`src/rtl/alu_seq_pkg.sv`:
```
`default_nettype none
// ============================================================================
//  Module      : alu_seq_pkg
//  Description : Shared types and constants for the ALU command sequencer.
//                Defines the sequencer state encoding, the queued command
//                record and the ALU function codes, plus a small helper.
//  Revision    : 1.0 - initial release
// ============================================================================
package alu_seq_pkg;

    // Sequencer states. The enum documents the encoding; the RTL uses the
    // explicit-width localparams below so the state register stays a plain
    // logic vector.
    typedef enum logic [1:0] {
        IDLE  = 2'd0,
        ISSUE = 2'd1,
        RESP  = 2'd2
    } state_e;

    localparam logic [1:0] ST_IDLE  = 2'd0;
    localparam logic [1:0] ST_ISSUE = 2'd1;
    localparam logic [1:0] ST_RESP  = 2'd2;

    // One queued command: load flag, ALU function code and operand.
    typedef struct packed {
        logic       load;
        logic [2:0] op;
        logic [7:0] operand;
    } cmd_t;

    // ALU function codes (value of f on the ALU).
    localparam logic [2:0] OP_ADD     = 3'b000;
    localparam logic [2:0] OP_ADD_SHL = 3'b001;
    localparam logic [2:0] OP_SEL     = 3'b010;
    localparam logic [2:0] OP_ADD_SHR = 3'b011;
    localparam logic [2:0] OP_ZERO    = 3'b100;
    localparam logic [2:0] OP_OR      = 3'b101;
    localparam logic [2:0] OP_AND     = 3'b110;
    localparam logic [2:0] OP_SHL     = 3'b111;

    // Zero flag for values that bypass the ALU (accumulator loads).
    function automatic logic is_zero(input logic [7:0] value);
        return (value == 8'h00);
    endfunction

endpackage : alu_seq_pkg
`default_nettype wire

```
`src/rtl/alu_cmd_fifo.sv`:
```
`default_nettype none
// ============================================================================
//  Module      : alu_cmd_fifo
//  Description : Synchronous command FIFO of DEPTH cmd_t entries with
//                registered occupancy count. Push is ignored when full and
//                pop is ignored when empty; a full FIFO never bypasses, even
//                when a pop happens in the same cycle.
//  Ports       : clk, rst_n        - clock, async active-low reset
//                push, push_data   - write request and entry
//                pop, pop_data     - read request and current head entry
//                full, empty       - status decoded from the registered count
//                count             - number of valid entries (0..DEPTH)
//  Revision    : 1.0 - initial release
// ============================================================================
module alu_cmd_fifo
    import alu_seq_pkg::*;
#(
    parameter int DEPTH = 4
) (
    input  logic                      clk,
    input  logic                      rst_n,
    input  logic                      push,
    input  cmd_t                      push_data,
    input  logic                      pop,
    output cmd_t                      pop_data,
    output logic                      full,
    output logic                      empty,
    output logic [$clog2(DEPTH):0]    count
);

    localparam int AW = $clog2(DEPTH);
    localparam int CW = AW + 1;

    cmd_t            r_mem [DEPTH];
    logic [AW-1:0]   r_wr_ptr;
    logic [AW-1:0]   r_rd_ptr;
    logic [CW-1:0]   r_count;

    logic            w_push;
    logic            w_pop;

    assign full     = (r_count == CW'(DEPTH));
    assign empty    = (r_count == '0);
    assign count    = r_count;
    assign pop_data = r_mem[r_rd_ptr];

    // Qualified requests: full/empty come from the registered count only.
    assign w_push = push & ~full;
    assign w_pop  = pop  & ~empty;

    // Storage needs no reset: entries are only read once counted valid.
    always_ff @(posedge clk) begin
        if (w_push) begin
            r_mem[r_wr_ptr] <= push_data;
        end
    end

    // Pointers wrap naturally since DEPTH is a power of two.
    always_ff @(posedge clk or negedge rst_n) begin
        if (!rst_n) begin
            r_wr_ptr <= '0;
            r_rd_ptr <= '0;
            r_count  <= '0;
        end else begin
            if (w_push) begin
                r_wr_ptr <= r_wr_ptr + 1'b1;
            end
            if (w_pop) begin
                r_rd_ptr <= r_rd_ptr + 1'b1;
            end
            case ({w_push, w_pop})
                2'b10:   r_count <= r_count + 1'b1;
                2'b01:   r_count <= r_count - 1'b1;
                default: r_count <= r_count;
            endcase
        end
    end

endmodule : alu_cmd_fifo
`default_nettype wire

```
`src/rtl/alu_cmd_sequencer.sv`:
```
`default_nettype none
// ============================================================================
//  Module      : alu_cmd_sequencer
//  Description : Multi-cycle command front end for an 8-bit combinational
//                ALU. Queues {load, op, operand} commands, drives the ALU
//                with a = accumulator, b = operand, f = op, captures the
//                result into the accumulator and a result register, and
//                presents each result on a valid/ready channel.
//  Ports       : clk, rst_n                 - clock, async active-low reset
//                cmd_valid/cmd_ready        - command handshake
//                cmd_load/cmd_op/cmd_operand- command fields
//                alu_a/alu_b/alu_f          - registered ALU inputs
//                alu_w/alu_c/alu_z          - ALU result, carry, zero
//                res_valid/res_ready        - result handshake
//                res_data/res_c/res_z       - result value and flags
//                acc                        - current accumulator
//                busy                       - work in flight or queued
//  Revision    : 1.0 - initial release
// ============================================================================
module alu_cmd_sequencer
    import alu_seq_pkg::*;
#(
    parameter int DEPTH = 4
) (
    input  logic       clk,
    input  logic       rst_n,
    // command channel
    input  logic       cmd_valid,
    output logic       cmd_ready,
    input  logic       cmd_load,
    input  logic [2:0] cmd_op,
    input  logic [7:0] cmd_operand,
    // ALU interface
    output logic [7:0] alu_a,
    output logic [7:0] alu_b,
    output logic [2:0] alu_f,
    input  logic [7:0] alu_w,
    input  logic       alu_c,
    input  logic       alu_z,
    // result channel
    output logic       res_valid,
    input  logic       res_ready,
    output logic [7:0] res_data,
    output logic       res_c,
    output logic       res_z,
    // status
    output logic [7:0] acc,
    output logic       busy
);

    logic [1:0]               r_state;
    logic                     r_load;

    cmd_t                     w_push_cmd;
    cmd_t                     w_head;
    logic                     w_fifo_full;
    logic                     w_fifo_empty;
    logic [$clog2(DEPTH):0]   w_fifo_count;
    logic                     w_push;
    logic                     w_pop;

    // ------------------------------------------------------------------
    // Command queue
    // ------------------------------------------------------------------
    assign w_push_cmd = '{load: cmd_load, op: cmd_op, operand: cmd_operand};
    assign cmd_ready  = ~w_fifo_full;
    assign w_push     = cmd_valid & cmd_ready;

    // A new command starts either from IDLE or directly on the result
    // handshake, which is what gives one result every two cycles.
    assign w_pop = ~w_fifo_empty &
                   ((r_state == ST_IDLE) |
                    ((r_state == ST_RESP) & res_valid & res_ready));

    alu_cmd_fifo #(
        .DEPTH     (DEPTH)
    ) u_fifo (
        .clk       (clk),
        .rst_n     (rst_n),
        .push      (w_push),
        .push_data (w_push_cmd),
        .pop       (w_pop),
        .pop_data  (w_head),
        .full      (w_fifo_full),
        .empty     (w_fifo_empty),
        .count     (w_fifo_count)
    );

    assign busy = (r_state != ST_IDLE) | (w_fifo_count != '0);

    // ------------------------------------------------------------------
    // Sequencer FSM, ALU input registers, accumulator and result registers
    // ------------------------------------------------------------------
    always_ff @(posedge clk or negedge rst_n) begin
        if (!rst_n) begin
            r_state   <= ST_IDLE;
            r_load    <= 1'b0;
            alu_a     <= 8'h00;
            alu_b     <= 8'h00;
            alu_f     <= 3'b000;
            acc       <= 8'h00;
            res_valid <= 1'b0;
            res_data  <= 8'h00;
            res_c     <= 1'b0;
            res_z     <= 1'b0;
        end else begin
            case (r_state)
                ST_IDLE: begin
                    if (w_pop) begin
                        alu_a   <= acc;
                        alu_b   <= w_head.operand;
                        alu_f   <= w_head.op;
                        r_load  <= w_head.load;
                        r_state <= ST_ISSUE;
                    end
                end

                // The ALU has had one full cycle to settle on alu_a/b/f.
                ST_ISSUE: begin
                    if (r_load) begin
                        // Loads bypass the ALU entirely; flags are derived
                        // locally so a stale ALU output cannot leak in.
                        acc      <= alu_b;
                        res_data <= alu_b;
                        res_c    <= 1'b0;
                        res_z    <= is_zero(alu_b);
                    end else begin
                        acc      <= alu_w;
                        res_data <= alu_w;
                        res_c    <= alu_c;
                        res_z    <= alu_z;
                    end
                    res_valid <= 1'b1;
                    r_state   <= ST_RESP;
                end

                ST_RESP: begin
                    if (res_valid && res_ready) begin
                        res_valid <= 1'b0;
                        if (w_pop) begin
                            // acc already holds this result, so chaining
                            // uses the freshly updated value.
                            alu_a   <= acc;
                            alu_b   <= w_head.operand;
                            alu_f   <= w_head.op;
                            r_load  <= w_head.load;
                            r_state <= ST_ISSUE;
                        end else begin
                            r_state <= ST_IDLE;
                        end
                    end
                end

                default: begin
                    r_state   <= ST_IDLE;
                    res_valid <= 1'b0;
                end
            endcase
        end
    end

endmodule : alu_cmd_sequencer
`default_nettype wire

```
`config.mk`:
```
export PLATFORM = sky130hd
export DESIGN_NAME = alu_cmd_sequencer
export DESIGN_NICKNAME = d
export VERILOG_FILES = /design/src/rtl/alu_seq_pkg.sv /design/src/rtl/alu_cmd_fifo.sv /design/src/rtl/alu_cmd_sequencer.sv
export SDC_FILE = /design/constraint.sdc
export NUM_CORES = 1
export LEC_CHECK = 0
export CAP_MARGIN = 20
export CORE_MARGIN = 5
export CORE_UTILIZATION = 45
export DETAILED_ROUTE_END_ITERATION = 6
export GPL_ROUTABILITY_DRIVEN = 0
export PLACE_DENSITY = 0.84
export SLEW_MARGIN = 25
export SYNTH_ARGS = -nofsm -noshare
export SYNTH_HDL_FRONTEND = slang
export SYNTH_SLANG_ARGS = --single-unit
export TNS_END_PERCENT = 1
```
`constraint.sdc`:
```
create_clock -name clk -period 2.05 [get_ports clk]
set_input_delay 0.41 -clock clk [delete_from_list [all_inputs] [get_ports clk]]
set_output_delay 0.41 -clock clk [all_outputs]
set_load 0.02 [all_outputs]
```
==> results of run 1 <==
==> per-stage QoR <==
step                      TNS, ps  hold slack, ps
after detailed placement    -2015           402.9
after floorplan                 0           114.4
after global routing       -69.39           31.14
after global placement      -1230           385.0
after CTS                  -1.364           13.47
final                           0           18.15
==> per-layer routing <==
metal  vias up  global-route usage (%)  wire (µm)
li1        926                       -          -
met1       995                   16.15       2623
met2        57                   24.63       3431
met5         -                       0          0
met4         0                   4.727         71
met3         9                   5.610        532
==> path summary, 6_finish.rpt <==
check / start / to / slack (ps) / depth (start not counted)
setup / recovery: u_fifo.count[1] / u_fifo.count[2] / 20 / 9
hold / removal: rst_n / alu_a[3] / 20 / 1
setup reg to reg: u_fifo.count[1] / u_fifo.count[2] / 20 / 9
hold reg to reg: alu_a[5] / alu_a[5] / 490 / 1
max in group asynchronous: rst_n / res_valid / 1360 / 2
min in group clk: alu_a[5] / alu_a[5] / 490 / 1
==> power groups by stage <==
stage / Combinational [mW] / Sequential [mW] / Clock, mW
finish: 3.38 / 3.00 / 1.04
global route: 3.63 / 3.09 / 1.15
CTS: 3.44 / 3.02 / 1.07
detailed placement: 3.42 / 3.05 / 0
global placement: 3.31 / 3.01 / 0
floorplan: 2.02 / 3.21 / 0
==> cell families after synthesis <==
group / Yosys count
AO/OA/AOI/OAI: 14
XOR/XNOR: 6
adder cells (fa/ha/maj): 6
buffers and inverters: 23
flip-flops: 88
multiplexers: 42
AND/OR/NAND/NOR: 31
==> cell usage after synthesis (all sizes together) <==
cell and number:
clkbuf 3, and3 4, dfrtp 40, ha 5, or3b 1, o21a 1
xnor2 2, and2 1, fa 1, nand2b 2, o21ai 10, a21boi 1
nor2 3, xor2 4, nor2b 1, a21oi 2, mux2 21, buf 13
nand2 12, nor3b 1, nor3 3, mux4 12, inv 7, nor4 1
nand3 1, mux2i 9, nor4b 1, edfxtp 48
==> repair_timing <==
item,CTS,global route
resized for setup,4,2
setup endpoints to repair,3,2
cloned,0,0
pin swaps,3,0
==> state kept, by name, indices dropped and copies added, names as in the netlist <==
name,cells
acc,8
alu_a,8
alu_b,8
alu_f,3
r_load,1
r_state,2
res_c,1
res_valid,1
res_z,1
u_fifo.count,3
u_fifo.r_mem,48
u_fifo.r_rd_ptr,2
u_fifo.r_wr_ptr,2
==> layout make-up <==
type | count | area, µm²
clock buffers | 13 | 148.9
flip-flops and latches | 88 | 2444
repair buffers | 81 | 759.5
multi-input cells | 99 | 1061
fillers | 601 | 3181
inverters | 7 | 28.78
clock inverters | 3 | 17.52
well taps | 102 | 127.6
==> critical path, delay by kind of cell (launching register included) <==
family,cells,cell delay [ps]
buf+inv,2,100
xor+xnor,2,310
flops,1,420
fa+ha+maj,2,450
simple gates,3,670
==> results_dict.tcl, run 1 <==
set metrics [dict create \
    status "completed" \
    critPathCaptureType "register" \
    p_comb_share_pct 45.6 \
    track_usage_pct 14.27 \
    mostFrequentLayoutCell "clkdlybuf4s50_1" \
    area_growth_pct 26.59 \
    layout.cells.non_filler 393 \
    max_freq_mhz 493.3 \
    tightest_slew_ps 685.0 \
    drt_iter0_markers 38 \
    grt_first_pass_wirelength_mm 10.75 \
    cts-root-buf "clkbuf_8" \
    cp_max_fo 3 \
    slew_viol_final 0 \
    ant_nets 0 \
    power.total_mw 7.423 \
    ioPinCount 66 \
    period_share_pct 98.88 \
    cts_setup_buffers 0 \
    synth_compound_area_share_pct 2.175 \
    path_clk_slew_ps 80 \
    synth_cells 210 \
    start_kind "register" \
    synthSimpleGateAreaFrac_pct 4.765 \
    synth_top_family_by_area "multiplexers" \
    rsz0062_at_grt "yes" \
    skew_ps 8.679 \
    via_count 1987 \
    dp_hpwl_mm 4.620 \
    yosys-top-cells-area "edfxtp_1 40%, dfrtp_1 28%, mux4_2 5.0%" \
    yosys.cell_types.count 36 \
    fp.dieW_um 99.74 \
    via_per_inst 5.056 \
    final_area_mm2 0.004587 \
    antenna_cells 0 \
    clkSinkCount 88 \
    core_area_mm2 0.007767 \
    syn_area_mm2 0.003623 \
    crit_chain "or3b_4 -> and2_4 -> inv_4 -> ha_4 -> inv_2 -> fa_2 -> xor2_1 -> nor2_1 -> xor2_1" \
    grt_pass1_vias 2137 \
    rows 32 \
    synth_top_area_share_pct 39.78 \
    initial_core_util_pct 46.65 \
    cts_tree "yes" \
    synth-adder-area-share_pct 2.279 \
    maxCapViolCount 0 \
    most-common-layout-cells "62 x clkdlybuf4s50_1, 48 x edfxtp_1, 39 x dfrtp_1, 16 x buf_4, 12 x nand2_1" \
    synth-xor-area-share_pct 1.450 \
    final_core_util_pct 59.05 \
    placed_area_mm2 0.004424 \
    die-height_um 99.74 \
    portBuffers 65 \
    cp_common_cell "xor2_1" \
    ys_ff_latch 88 \
    cp.arrival_ps 2300 \
    p_sw_mw 2.610 \
    clockBufferDepth 2 \
    final-hold-violation-count 0 \
    synth_top_area_cell "edfxtp_1" \
    p_int_mw 4.814 \
    clock_latency_ps 350 \
    grt_antenna_before_repair 0 \
    yosys-mux-area-fraction_pct 17.82 \
    cpMaxStageDelayCell "dfrtp_1" \
    overflow 0 \
    dieArea_mm2 0.009947 \
    worst_slack_ps 23.01 \
    hp-class "primary input to async pin" \
    h-tree-depth 3 \
    p_clk_share_pct 14.0 \
    setup_violations 0 \
    wirelength_mm 6.658 \
    slowest_delay_ps 420 \
    drc 0 \
    yosysWarningCount 0 \
    cts_made_buffers 9 \
    critical_path_class "register to register" \
    syn_avg_cell_area_um2 17.25 \
    syn_nets 242 \
    dp_slack_ps -280.7 \
    drt_pass1_iterations 4 \
    slew_headroom_pct 54.33 \
    swShare_pct 35.15 \
    drive_above_1_share_pct 20.27 \
    p_seq_share_pct 40.5 \
    vdd_drop_max_mv 0.4636 \
    cellPowerDensity_mw_per_mm2 1618 \
    crit_required_ps 2320 \
    dp_cells 377 \
    grt_max_degree 22 \
    leakage_nw 1.815 \
    period_minus_slack_ps 2027 \
    wl_per_cell_um 16.94 \
    nNetsFinal 318 \
    cts_hold_buffers 0 \
    synth_seq_area_share_pct 67.40 \
]
No activity file was read; power rests on OpenSTA's default activity.
==> run 2, diff against run 1 <==
- ABC_AREA: default -> 1
- PLACE_DENSITY: 0.84 -> 0.83
==> run 2 against run 1 <==
  * Synthesized cell count up 79%
  * Register-to-register slack better by 170 ps
  * Cell count up 41%
  * Hold slack better by 140 ps
  * Clock power up 14%
  * Critical path depth down 6
  * Critical endpoint is now cmd_ready
==> results_dict.tcl, run 2 <==
set metrics [dict create \
    status "completed" \
    use_met2_pct 25.21 \
    synth-adder-area-share_pct 2.123 \
    tightest_slew_ps 858.3 \
    cts_made_buffers 9 \
    clkSinkCount 88 \
    mostFrequentLayoutCell "nand2_1" \
    yosys-top-cells-area "edfxtp_1 37%, dfrtp_1 26%, nand2_1 15%" \
    final_area_mm2 0.004742 \
    grt_pass1_vias 2504 \
    cts_hold_buffers 0 \
    final_core_util_pct 55.46 \
    grt_first_pass_wirelength_mm 12.00 \
    largest_reg_flops 48 \
    drt_iter0_markers 124 \
    synth_seq_area_share_pct 62.79 \
    path_clk_slew_ps 90 \
    ioPinCount 66 \
    use_met1_pct 18.15 \
    max_flop_register "u_fifo.r_mem" \
    synth_edf_count 48 \
    cts_tree "yes" \
    ys_ff_latch 88 \
    setup_violations 0 \
    synth_most_common_cell "nand2_1" \
    met3_usage_pct 4.330 \
    crit_required_ps 1640 \
    synth_top_area_share_pct 37.05 \
    rsz0062_at_grt "no" \
    async_reset_ff_share_pct 45.45 \
    via_count 2624 \
    ant_nets 0 \
    yosys_most_used_dff "edfxtp_1" \
    vdd_drop_max_mv 0.5749 \
    track_usage_pct 14.80 \
    start_kind "register" \
    drt_pass1_iterations 7 \
    clock_latency_ps 350 \
    skew_ps 10.12 \
    die-height_um 103.0 \
    cp.arrival_ps 1560 \
    final-hold-violation-count 0 \
    period_minus_slack_ps 1966 \
    cts-root-buf "clkbuf_8" \
    drc 0 \
    critical_path_class "register to output pin" \
    hp-class "primary input to async pin" \
    grt_antenna_before_repair 0 \
    area_growth_pct 21.90 \
    grt_max_degree 41 \
    portBuffers 65 \
    fp.dieW_um 103.0 \
    period_share_pct 95.88 \
    max_freq_mhz 508.8 \
    nNetsFinal 472 \
    synth_top_family_by_area "simple AND/OR/NAND/NOR gates" \
    synth_top_area_cell "edfxtp_1" \
    power.total_mw 7.691 \
    yosys.cell_types.count 29 \
    h-tree-depth 3 \
    rows 34 \
    critPathCaptureType "output pin" \
    worstRegToRegCells 9 \
    dp_cells 537 \
    dieArea_mm2 0.01060 \
    yosysWarningCount 0 \
    core_area_mm2 0.008551 \
    layout.cells.non_filler 553 \
    clockBufferDepth 2 \
    via_per_inst 4.745 \
    most-common-layout-cells "158 x nand2_1, 63 x clkdlybuf4s50_1, 48 x edfxtp_1, 39 x dfrtp_1, 23 x inv_1" \
    synth_compound_area_share_pct 5.179 \
    grt_busiest_layer "met2" \
    setup_tns_ps 0 \
    synth_cells 376 \
    placed_area_mm2 0.004534 \
    antenna_cells 0 \
    maxCapViolCount 0 \
    yosys-top-cells-count "159 x nand2_1, 48 x edfxtp_1, 40 x dfrtp_1, 23 x inv_1, 18 x nor2_1" \
    initial_core_util_pct 45.49 \
    drive_above_1_share_pct 13.26 \
    syn_area_mm2 0.003890 \
    slew_headroom_pct 42.78 \
    overflow 0 \
    leakage_nw 2.085 \
    yosys-mux-area-fraction_pct 0 \
    cellPowerDensity_mw_per_mm2 1622 \
    cts_setup_buffers 0 \
    wl_per_cell_um 13.85 \
    syn_nets 408 \
    syn_avg_cell_area_um2 10.35 \
    cp_max_fo 3 \
    slew_viol_final 0 \
    synth-xor-area-share_pct 0.9006 \
    dp_hpwl_mm 5.304 \
    synthSimpleGateAreaFrac_pct 20.33 \
    wirelength_mm 7.658 \
]
==> run 2: worst paths after layout <==
path / from / endpoint / slack, ps
max: u_fifo.count[0] / cmd_ready / 80
min: rst_n / res_valid / 160
max reg2reg: u_fifo.count[0] / u_fifo.count[2] / 190
min reg2reg: alu_a[2] / alu_a[2] / 490
max in group asynchronous: rst_n / res_valid / 1310
min in group clk: alu_a[2] / alu_a[2] / 490
==> run 2: kinds of logic (layout without fill, tap and decap cells) <==
logic type | count (synthesis) | after routing
simple gates | 194 | 194
buf+inv | 52 | 121
flops | 88 | 88
xor+xnor | 4 | 4
compound gates | 32 | 32
fa+ha+maj | 6 | 6
==> run 2: layer usage <==
metal	up-vias	routed length [µm]
met5	-	0
met4	0	112
met3	10	687
met2	83	3635
met1	1217	3223
li1	1314	-
==> run 2: report_power, final <==
| part | total (mW) | internal [mW] | switching, mW |
|---|---|---|---|
| sequential | 2.85 | 2.48 | 0.368 |
| clock | 1.19 | 0.573 | 0.615 |
| combinational | 3.66 | 1.46 | 2.20 |
==> run 2: layout make-up <==
cell class                      instances  area [µm²]
Multi-Input combinational cell        236        1115
Clock buffer                            9       123.9
Inverter                               30       125.1
Clock inverter                          7       80.08
Sequential cell                        88        2444
Fill cell                             708        3809
Tap cell                              108       135.1
Timing Repair Buffer                   75       719.4
==> run 2: per-stage QoR <==
stage | setup slack, ps | hold WS, ps
global route | 22.49 | 219.4
detailed placement | -340.2 | 469.7
floorplan | 3.032 | 114.4
global placement | -261.5 | 462.2
CTS | 30.27 | 184.8
finish | 84.41 | 158.7
==> run 2: worst max-delay path: stages (launching register included) <==
cell and delay [ps]:
dfrtp_1 410, inv_2 110, nand3_1 110, clkdlybuf4s50_1 560
==> run 2: what timing repair did <==
action,in CTS,in global routing
resized for setup,1,2
gates cloned,0,0
setup endpoints to repair,1,1
pin swaps,0,1
==> run 3, diff against run 2 <==
- SETUP_SLACK_MARGIN: default -> 0.1
==> run 3 against run 2 <==
  * Clock skew is 1.7 ps lower
  * Cell count is 0.36% higher
  * Routed wire length is 0.76% higher
  * Via count is 2.1% higher
  * Design area is 1.4% higher
  * Die area stayed put
  * Critical path depth is 8 higher
  * Utilization is 0.79 points higher
==> results_dict.tcl, run 3 (synthesized netlist as in run 2, its figures left out) <==
set metrics [dict create \
    status "completed" \
    slew_viol_final 0 \
    rsz0062_at_grt "yes" \
    leakage_nw 2.123 \
    cts_made_buffers 9 \
    start_kind "primary input" \
    period_share_pct 93.51 \
    cts-root-buf "clkbuf_8" \
    via_count 2679 \
    final-hold-violation-count 0 \
    cts_setup_buffers 0 \
    cellPowerDensity_mw_per_mm2 1635 \
    drc 0 \
    tightest_slew_ps 417.1 \
    cp_max_fo 2 \
    largest_reg_flops 48 \
    skew_ps 8.448 \
    overflow 0 \
    core_area_mm2 0.008551 \
    period_minus_slack_ps 1917 \
    final_core_util_pct 56.25 \
    critPathCaptureType "register" \
    cp.arrival_ps 2200 \
    critical_path_class "primary input to register" \
    slew_headroom_pct 72.17 \
    setup_violations 0 \
    clock_latency_ps 360 \
    grt_pass1_vias 2663 \
    drive_above_1_share_pct 14.09 \
    max_freq_mhz 521.7 \
    fp.dieW_um 103.0 \
    mostFrequentLayoutCell "nand2_1" \
    via_per_inst 4.827 \
    grt_antenna_before_repair 0 \
    drt_pass1_iterations 4 \
    area_growth_pct 23.64 \
    hp-class "primary input to async pin" \
    nFillCells 701 \
    die-height_um 103.0 \
    final_area_mm2 0.004810 \
    drt_iter0_markers 129 \
    rows 34 \
    antenna_cells 0 \
    grt_max_degree 33 \
    wl_per_cell_um 13.90 \
    placed_area_mm2 0.004567 \
    clockBufferDepth 2 \
    dieArea_mm2 0.01060 \
    max_flop_register "u_fifo.r_mem" \
    ioPinCount 66 \
    ant_nets 0 \
    maxCapViolCount 0 \
    vdd_drop_max_mv 0.6059 \
    grt_first_pass_wirelength_mm 12.33 \
    dp_hpwl_mm 5.131 \
    crit_required_ps 2330 \
    initial_core_util_pct 45.49 \
    nNetsFinal 474 \
    cts_tree "yes" \
    most-common-layout-cells "156 x nand2_1, 62 x clkdlybuf4s50_1, 48 x edfxtp_1, 39 x dfrtp_1, 23 x inv_1" \
    h-tree-depth 3 \
    path_clk_slew_ps 90 \
    wirelength_mm 7.716 \
    track_usage_pct 15.11 \
    portBuffers 65 \
    clkSinkCount 88 \
]
[run 3: routing by layer]
layer / vias up / wire (µm) / GRT usage [%]
met2: 92 / 3680 / 25.60
met5: - / 0 / 0
met1: 1256 / 3232 / 18.55
met4: 0 / 129 / 6.076
li1: 1317 / - / -
met3: 14 / 673 / 3.721
[run 3: path summary, 6_finish.rpt]
path	cells after the start	endpoint	start	slack (ps)
setup / recovery	11	u_fifo.count[2]	res_ready	130
hold / removal	2	res_valid	rst_n	470
setup reg to reg	9	u_fifo.count[2]	u_fifo.count[0]	230
hold reg to reg	2	alu_a[7]	alu_a[7]	490
max in group asynchronous	3	r_load	rst_n	940
min in group clk	2	alu_a[7]	alu_a[7]	490
[run 3: final cells by class]
cell class | instances | area [µm²] | share of cell area [%]
flip-flops and latches | 88 | 2444 | 50.81
multi-input cells | 236 | 1125 | 23.39
repair buffers | 77 | 752.0 | 15.63
clock buffers | 10 | 137.6 | 2.862
well taps | 108 | 135.1 | 2.810
inverters | 30 | 125.1 | 2.601
clock inverters | 6 | 91.34 | 1.899
[run 3: critical path: stages]
cell,delay [ps]
clkdlybuf4s50_1,480
nand2_2,70
nand2_2,70
nand3_4,80
clkinv_4,50
ha_1,130
inv_1,50
fa_2,330
or2_2,300
nand2_2,70
xor2_1,150
[run 3: repair_timing]
action | CTS | global route
hold buffers | 1 | 0
resized for setup | 1 | 2
setup endpoints to repair | 2 | 3
pin swaps | 0 | 1
hold endpoints to repair | 13 | 0
[run 3: metrics by stage]
step | setup WS (ps) | instances | power, mW | TNS [ps] | hold slack (ps)
floorplan | 119.0 | 376 | 5.504 | 0 | 114.4
global placement | -187.1 | 538 | 6.427 | -187.1 | 313.8
detailed placement | -245.8 | 538 | 6.554 | -262.3 | 322.3
CTS | 82.15 | 555 | 7.921 | 0 | 472.1
global route | 34.68 | 555 | 8.426 | 0 | 508.2
finish | 133.1 | 555 | 7.862 | 0 | 469.0
[run 3: power by group]
part           leakage [nW]  switching [mW]  internal [mW]  total, mW
clock                 0.117           0.612          0.726       1.34
sequential            0.930           0.384           2.48       2.86
combinational          1.08            2.19           1.47       3.66
total                  2.12            3.19           4.67       7.86
